## src/rtl/vx_serializer.sv

```systemverilog
// vx_serializer: parallel-to-serial lane emitter.
// Accepts a bundle of N lane words plus an activity mask, then emits the
// active lanes one per beat in ascending lane order. Masked-off lanes are
// skipped without bubbles. The next bundle loads in the same cycle the
// final beat of the current bundle fires.
//
// Handshake: a transfer happens on a rising clk edge where valid and ready
// are both high. The producer holds in_valid/in_data/in_mask stable until
// in_ready is seen high; out_valid, once raised, stays high with
// out_data/out_idx/out_last unchanged until out_ready is seen high.
// in_ready depends combinationally on out_ready.
module vx_serializer #(
  parameter int DATAW = 1,
  parameter int N     = 4,
  parameter int LANEW = (N > 1) ? $clog2(N) : 1
) (
  input  logic                      clk,
  input  logic                      reset,
  input  logic                      in_valid,
  input  logic [N-1:0][DATAW-1:0]   in_data,
  input  logic [N-1:0]              in_mask,
  output logic                      in_ready,
  output logic                      out_valid,
  output logic [DATAW-1:0]          out_data,
  output logic [LANEW-1:0]          out_idx,
  output logic                      out_last,
  input  logic                      out_ready
);

  // Lane words of the bundle being emitted; only meaningful where the
  // pending mask has a bit set, so it carries no reset.
  logic [N-1:0][DATAW-1:0] pend_data;

  // One bit per lane still waiting to be emitted.
  logic [N-1:0]            pend_mask;

  // pend_mask with its lowest set bit cleared.
  logic [N-1:0]            mask_rest;
  logic [N-1:0]            mask_next;
  logic                    in_fire;
  logic                    out_fire;

  assign mask_rest = pend_mask & (pend_mask - N'(1));

  // Output status comes straight from the mask register.
  assign out_valid = |pend_mask;
  assign out_last  = out_valid && (mask_rest == '0);

  // A new bundle may load while the last beat of the current one leaves.
  assign in_ready  = !out_valid || (out_ready && out_last);

  assign in_fire   = in_valid && in_ready;
  assign out_fire  = out_valid && out_ready;

  // Select the lowest pending lane: scan downwards so the lowest index wins.
  always_comb begin
    out_idx  = '0;
    out_data = '0;
    for (int i = N - 1; i >= 0; i--) begin
      if (pend_mask[i]) begin
        out_idx  = LANEW'(i);
        out_data = pend_data[i];
      end
    end
  end

  // Next pending mask: a new bundle replaces the mask (the old one is
  // necessarily on its final beat), otherwise a fired beat retires its lane.
  always_comb begin
    mask_next = pend_mask;
    if (in_fire) begin
      mask_next = in_mask;
    end else if (out_fire) begin
      mask_next = mask_rest;
    end
  end

  // Pending mask register; reset wins over any simultaneous transfer.
  always_ff @(posedge clk) begin
    if (reset) begin
      pend_mask <= '0;
    end else begin
      pend_mask <= mask_next;
    end
  end

  // Pending data register, captured only when a bundle is accepted.
  always_ff @(posedge clk) begin
    if (in_fire) begin
      pend_data <= in_data;
    end
  end

endmodule

```

## config.mk

```make
export PLATFORM = sky130hd
export DESIGN_NAME = vx_serializer
export DESIGN_NICKNAME = d
export VERILOG_FILES = /design/src/rtl/vx_serializer.sv
export SDC_FILE = /design/constraint.sdc
export NUM_CORES = 1
export LEC_CHECK = 0
export ABC_AREA = 1
export CAP_MARGIN = 20
export CORE_AREA = 2 2 39 41
export DETAILED_ROUTE_END_ITERATION = 10
export DIE_AREA = 0 0 41 43
export GPL_ROUTABILITY_DRIVEN = 0
export PLACE_DENSITY_LB_ADDON = 0.15
export SYNTH_ARGS = -nofsm -noshare
export SYNTH_HDL_FRONTEND = slang
export SYNTH_SLANG_ARGS = --single-unit
```

## constraint.sdc

```tcl
create_clock -name clk -period 2.6 [get_ports clk]
set_input_delay 0.26 -clock clk [delete_from_list [all_inputs] [get_ports clk]]
set_output_delay 0.26 -clock clk [all_outputs]
set_load 0.02 [all_outputs]
```

Word-level counts from Yosys, hierarchy flattened
Index checks and enable logic that the tools add are counted. W data, S select, Z words.

Add/sub/neg operators: 1. Multipliers: 0. Divide/modulo/power cells: 0. Magnitude comparators: 0. Equal/unequal tests: 0. Shift-type cells: 0. Mux-type cells: 10. Bitwise operators: 1. Reductions and logical operators: 9.

Operator list (number): $mux W2 (4); $mux W4 (2); $and A4 B4 Y4 (1); $logic_and A1 B1 Y1 (4); $logic_not A4 Y1 (1); $mux W1 (4); $reduce_or A4 Y1 (1); $sub A4 B1 Y4 const B (1); $reduce_bool A2 Y1 (1); $logic_not A1 Y1 (1); $logic_or A1 B1 Y1 (1).

Bits in registers: 8. Bits in latches: 0. RAM bits: 0. ROM bits: 0. Input bits: 12. Output and inout port bits: 6. Logic and storage cells: 26. Memories: 0.

Logic depth before layout (Yosys ltp)
Gate-level depths: netlist (run 1).

Depth after elaboration: 8. Gate-level depth with buffers: 9. Gate-level depth less buffers: 9.

Worst setup path after synthesis (run 1)
OpenSTA, ideal clock, no wires.

Path kind: register to output. Start: register pend_mask[2]. End: output out_data. Arrival: 1.080 ns. Required time: 2.340 ns. Setup slack: 1.260 ns. Cell stages (with the launch flop): 6. Path buffers: 0. Cells stage by stage: dfxtp_1 -> inv_1 -> nand3_1 -> nand2_1 -> o21ai_0 -> o21ai_0.

Cells in the longest elaborated chain, start to end: 3.

Ends and longest elaborated chain: from (decl) (line 35) `logic [N-1:0] pend_mask;`; from (signal assigned) (line 83) `pend_mask <= mask_next;`; $mux W1 (3 in a row) (line 60) `if (pend_mask[i]) begin`; to (decl) (line 24) `output logic [DATAW-1:0] out_data,`.

Every way passes these cells.

Final worst setup path (run 1)
Start: register pend_mask[1]. End: output in_ready.

Cells in the longest elaborated chain, start to end: 6. Elaborated cells between the ends (all ways): 8. Classes of those cells: add/sub (1); bitwise (1); reduce/logical (6).

Ends and longest elaborated chain: $sub A4 B1 Y4 (line 43) `assign mask_rest = pend_mask & (pend_mask - N'(1));`; $and A4 B4 Y4 (line 43); $logic_not A4 Y1 (line 47) `assign out_last = out_valid && (mask_rest == '0);`; $logic_and A1 B1 Y1 (line 47); $logic_and A1 B1 Y1 (line 50) `assign in_ready = !out_valid || (out_ready && out_last);`; $logic_or A1 B1 Y1 * (line 50); to (decl) (line 22) `output logic in_ready,`.

Mark *: on every way between the ends. The rest lies on a longest branch, timed or not.

==> results of run 1 <==
==> cell type report <==
type                       instances  area (sq um)  share of cell area [%]
sequential                         8           200                    30.1
clock buffer                       3          22.5                    3.39
timing repair buffer              17           170                    25.6
multi-input combinational         39           221                    33.3
tap                               16          20.0                    3.01
inverter                           8          30.0                    4.52
==> through the flow <==
stage          instance area [sq um]  util (%)  worst slack (ps)
6_report                         664      48.0               570
2_1_floorplan                    452         -              1260
5_1_grt                          664      48.0               443
3_5_place_dp                     642      46.4               755
3_3_place_gp                     642      46.4               783
4_1_cts                          664      48.0               539
==> worst max-delay path by stage <==
stage / to / from / cells after the start / slack, ps
5_1_grt: in_ready / pend_mask[0] / 6 / 440
6_report: in_ready / pend_mask[1] / 6 / 570
3_3_place_gp: in_ready / out_ready / 4 / 780
4_1_cts: in_ready / pend_mask[0] / 6 / 540
2_1_floorplan: out_data / pend_mask[2] / 5 / 1260
3_5_place_dp: in_ready / out_ready / 4 / 760
==> layer usage <==
layer  wire length (microns)  global-route usage [%]
met1                     400                    15.9
met5                       0                       0
met4                       5                    2.00
met2                     433                    19.4
met3                      58                    9.42
==> registers in the layout, summed over array words and instances (netlist names) <==
name	count
pend_data	4
pend_mask	4
==> power by group <==
part	internal, W	switching, W
clock network	0.0000526	0.0000397
logic	0.000217	0.000272
registers	0.000172	0.0000360
total	0.000441	0.000348
==> Yosys cell counts <==
| library cell | count |
|---|---|
| nand3_1 | 2 |
| nand2_2 | 3 |
| and3_2 | 1 |
| inv_2 | 1 |
| nor2_1 | 2 |
| a21oi_2 | 1 |
| o21ai_2 | 1 |
| nand2_1 | 13 |
| nor2_2 | 2 |
| dfxtp_1 | 4 |
| edfxtp_1 | 4 |
| a21oi_1 | 4 |
| nor2_4 | 1 |
| nand3_2 | 2 |
| o21ai_0 | 4 |
| a31oi_1 | 1 |
| inv_1 | 7 |
| nor3_1 | 1 |
| a21oi_4 | 1 |
==> cell families after synthesis <==
logic type / share of synthesized area [%]
simple gates: 31.3
buf+inv: 6.65
flops: 44.3
compound gates: 17.7
==> placed cells by master, fill, tap and decap left out, drive strengths merged, types with 3 or more instances in the layout <==
cell type	instances
nand3	4
nand2	16
edfxtp	4
a21oi	6
inv	8
clkbuf	3
o21ai	5
nor2	5
clkdlybuf4s50	17
dfxtp	4
==> worst min-delay path, delay by kind of cell, from the launching register on <==
family	cells	cell delay, ps
and+or+nand+nor	1	100
DFF	1	340
AOI/OAI and AO/OA	1	50
==> results.json, run 1 <==
{
  "num_rows": 14,
  "finalNetCount": 89,
  "maxCapViolations": 0,
  "grt_max_degree": 8,
  "cts.sinks": 8,
  "grt_pass1_wl_mm": 1.55,
  "finalCritPeriodShare_pct": 78.1,
  "insertion_delay_ps": 250,
  "holdBufCountCts": 0,
  "die_h_microns": 43,
  "peakVddDrop_mv": 0.476,
  "path_max_fanout": 6,
  "synth-seq-area-share_pct": 44.3,
  "holdPathEnd": "pend_mask[3]",
  "synth_nets": 67,
  "post_cts_buffers": 0,
  "whs_path_depth": 2,
  "crit_family": "buffers and inverters",
  "p_per_area_nw_per_um2": 1190,
  "die-area_sq_um": 1760,
  "syn_area_per_cell_sq_um": 8.21,
  "min_path_type": "reg -> reg",
  "holdCritStartpoint": "pend_mask[3]",
  "die_w_microns": 41,
  "start_util_pct": 32.6,
  "pin_count": 18,
  "cts_tree": "built",
  "fin_hold_ws_ps": 536,
  "syn_inst": 55,
  "drive_above_1_share_pct": 21.3,
  "via_per_inst": 4.48,
  "drt_wl_total_microns": 898,
  "drtIter0Drc": 10,
  "ant_nets": 0,
  "ys_seq_elements": 8,
  "antenna_found_initial": 0,
  "clk_path_buf_depth": 2,
  "max_stage_delay_ps": 610,
  "diodes": 0,
  "grt_usage_pct": 13.3,
  "dr.pass1.iters": 4,
  "tns_ps": 0,
  "maxSlewViolCount": 0,
  "root_buffer": "clkbuf_4",
  "r2r_start": "pend_mask[1]",
  "relSlewSlack_pct": 80.3,
  "synth_cell_types": 19,
  "synth-warning-count": 0,
  "status": "finished, final reports clean",
  "core-area_sq_um": 1380,
  "cts_resized": 0,
  "power.leakage_nw": 0.274,
  "critPathBufInv": 1,
  "gr-total-overflow": 0,
  "worstMarginPinSlew_ps": 295,
  "cp_cell_sequence": "nor2_4, nand2_1, nand2_2, nand3_2, nand2_2, clkdlybuf4s50_1",
  "hpwl_microns": 753,
  "worstPathRequired_ps": 2340,
  "path_common_cell": "nand2_2",
  "h-tree-depth": 1,
  "yosysTopAreaCell": "edfxtp_1",
  "clkTransAtPathRegs_ps": 50,
  "regToRegEndpoint": "pend_data[2]",
  "syn_area_sq_um": 452,
  "synth_top_cells_by_area": "edfxtp_1, dfxtp_1, nand2_1",
  "finClkSkew_ps": 6.52,
  "cp-start-kind": "register",
  "reg2reg_setup_slack_ps": 1220,
  "rr_worst_depth": 5,
  "cp_data_arrival_time_ps": 1770,
  "setup_violations": 0,
  "wire_per_inst_microns": 9.87,
  "area_delta_synth_final_pct": 47.1,
  "placed_cells": 88,
  "cts_buffers": 3,
  "via_count": 408,
  "power.total_w": 0.000789,
  "final_cells": 91,
  "cp-end-kind": "output pin",
  "finalHoldViolations": 0,
  "fmax_ghz": 0.493,
  "grt_pass1_vias": 403,
  "io_buffers": 17,
  "crit_type": "reg -> out",
  "rsz0062_at_grt": "no",
  "synth_top_area_share_pct": 26.6,
  "drc": 0,
  "fill_cells": 149,
  "min_period_ps": 2030,
  "cp_slowest_cell": "clkdlybuf4s50_1"
}
No activity file was read; power rests on OpenSTA's default activity.
==> run 2, diff against run 1 <==
==> constraint.sdc (replaced) <==
create_clock -name clk -period 1.9 [get_ports clk]
set_input_delay 0.19 -clock clk [delete_from_list [all_inputs] [get_ports clk]]
set_output_delay 0.19 -clock clk [all_outputs]
set_load 0.02 [all_outputs]
==> run 2 against run 1 <==
- core utilization increased by 0.091 points
- clock power increased by 37%
- critical path depth down 3
- die area is the same
- sequential power is 37% higher
- register-to-register slack worse by 700 ps
- total power is 33% higher
- critical path type unchanged
- critical endpoint is now out_idx[0]
==> results.json, run 2 (synthesis gave the netlist of run 1 again) <==
{
  "insertion_delay_ps": 250,
  "drc": 0,
  "p_per_area_nw_per_um2": 1580,
  "fin_hold_ws_ps": 490,
  "finClkSkew_ps": 6.52,
  "min_period_ps": 1760,
  "cts_tree": "built",
  "clk_path_buf_depth": 2,
  "finalNetCount": 89,
  "reg_top3": "pend_data (4), pend_mask (4)",
  "power.leakage_nw": 0.290,
  "holdBufCountCts": 0,
  "tns_ps": 0,
  "drt_wl_total_microns": 901,
  "start_util_pct": 32.6,
  "whs_path_depth": 3,
  "rr_worst_depth": 5,
  "cp_cell_sequence": "inv_1, a21oi_1, clkdlybuf4s50_1",
  "drtIter0Drc": 10,
  "fmax_ghz": 0.570,
  "via_count": 408,
  "p_int_w": 0.000578,
  "holdCritStartpoint": "in_mask[0]",
  "num_rows": 14,
  "relSlewSlack_pct": 83.7,
  "dr.pass1.iters": 4,
  "h-tree-depth": 1,
  "cts.sinks": 8,
  "crit_family": "buffers and inverters",
  "critPathBufInv": 2,
  "seqPwrFrac_pct": 27.1,
  "peakVddDrop_mv": 0.649,
  "die-area_sq_um": 1760,
  "min_path_type": "in -> reg",
  "r2r_start": "pend_mask[1]",
  "clkTransAtPathRegs_ps": 50,
  "root_buffer": "clkbuf_4",
  "die_h_microns": 43,
  "io_buffers": 17,
  "power.total_w": 0.00105,
  "status": "finished, final reports clean",
  "p_sw_share_pct": 45.1,
  "cp_data_arrival_time_ps": 1570,
  "diodes": 0,
  "p_clk_share_pct": 12.0,
  "antenna_found_initial": 0,
  "path_max_fanout": 6,
  "maxSlewViolCount": 0,
  "max_stage_delay_ps": 620,
  "ant_nets": 0,
  "pin_count": 18,
  "grt_max_degree": 8,
  "rsz0062_at_grt": "no",
  "hpwl_microns": 753,
  "worstPathRequired_ps": 1710,
  "grt_pass1_wl_mm": 1.54,
  "p_sw_w": 0.000475,
  "finalHoldViolations": 0,
  "p_comb_share_pct": 60.9,
  "maxCapViolations": 0,
  "die_w_microns": 41,
  "drive_above_1_share_pct": 22.7,
  "crit_type": "reg -> out",
  "wire_per_inst_microns": 9.90,
  "via_per_inst": 4.48,
  "cp_slowest_cell": "clkdlybuf4s50_1",
  "setup_violations": 0,
  "gr-total-overflow": 0,
  "finalCritPeriodShare_pct": 92.4,
  "reg2reg_setup_slack_ps": 520,
  "holdPathEnd": "pend_mask[0]",
  "grt_usage_pct": 13.2,
  "area_delta_synth_final_pct": 47.4,
  "cp-end-kind": "output pin",
  "layout_common_cells": "clkdlybuf4s50_1, nand2_1, inv_1",
  "cp-start-kind": "register",
  "core-area_sq_um": 1380,
  "grt_pass1_vias": 397,
  "final_common_cell": "clkdlybuf4s50_1",
  "worstMarginPinSlew_ps": 245,
  "regToRegEndpoint": "pend_data[2]",
  "cts_buffers": 3
}
## run 2: through the flow
step	util (%)	setup slack [ps]	cell area (sq um)	instances
6_report	48.1	145	666	91
5_1_grt	48.1	75.6	666	91
4_1_cts	47.9	27.1	663	91
3_5_place_dp	46.4	195	642	88
3_3_place_gp	46.4	216	642	88
2_1_floorplan	-	630	452	55
## run 2: worst max path at each step
| stage | from | to | slack, ps | cells after the start |
|---|---|---|---|---|
| 6_report | pend_mask[1] | out_idx[0] | 140 | 3 |
| 5_1_grt | pend_mask[1] | out_idx[0] | 80 | 3 |
| 4_1_cts | pend_mask[2] | out_data | 30 | 6 |
| 3_5_place_dp | out_ready | in_ready | 200 | 4 |
| 3_3_place_gp | pend_mask[0] | in_ready | 220 | 6 |
| 2_1_floorplan | pend_mask[2] | out_data | 630 | 5 |
## run 2: final cells by class
cell class / instances / area, sq um
sequential: 8 / 201
clock buffer: 3 / 22.5
timing repair buffer: 17 / 170
inverter: 8 / 30.0
multi-input combinational: 39 / 221
tap: 16 / 20.0
fill: 149 / 718
## run 2: power by group through the flow
stage | Combinational (W) | Clock [W] | Sequential (W)
after floorplan | 0.000430 | 0 | 0.000276
after global placement | 0.000669 | 0 | 0.000289
after detailed placement | 0.000676 | 0 | 0.000288
after CTS | 0.000653 | 0.000133 | 0.000286
after global routing | 0.000703 | 0.000147 | 0.000292
final | 0.000641 | 0.000126 | 0.000285
## run 2: metal layers
layer,global-route usage (%),up-vias,part of all wire (%)
li1,-,224,-
met4,2.00,0,0.55
met3,9.42,2,7.0
met5,0,-,0
met1,15.9,171,44
met2,19.1,11,48
## run 2: repair_timing
item,in CTS,in global routing
pin swaps,0,0
setup buffers,0,0
resized for setup,3,1
setup endpoints to repair,2,1
## run 2: tightest hold or removal path, delay by kind of cell
kind,cells,cell delay [ps]
and+or+nand+nor,1,60
AOI/OAI and AO/OA,1,50
buffers and inverters,1,390
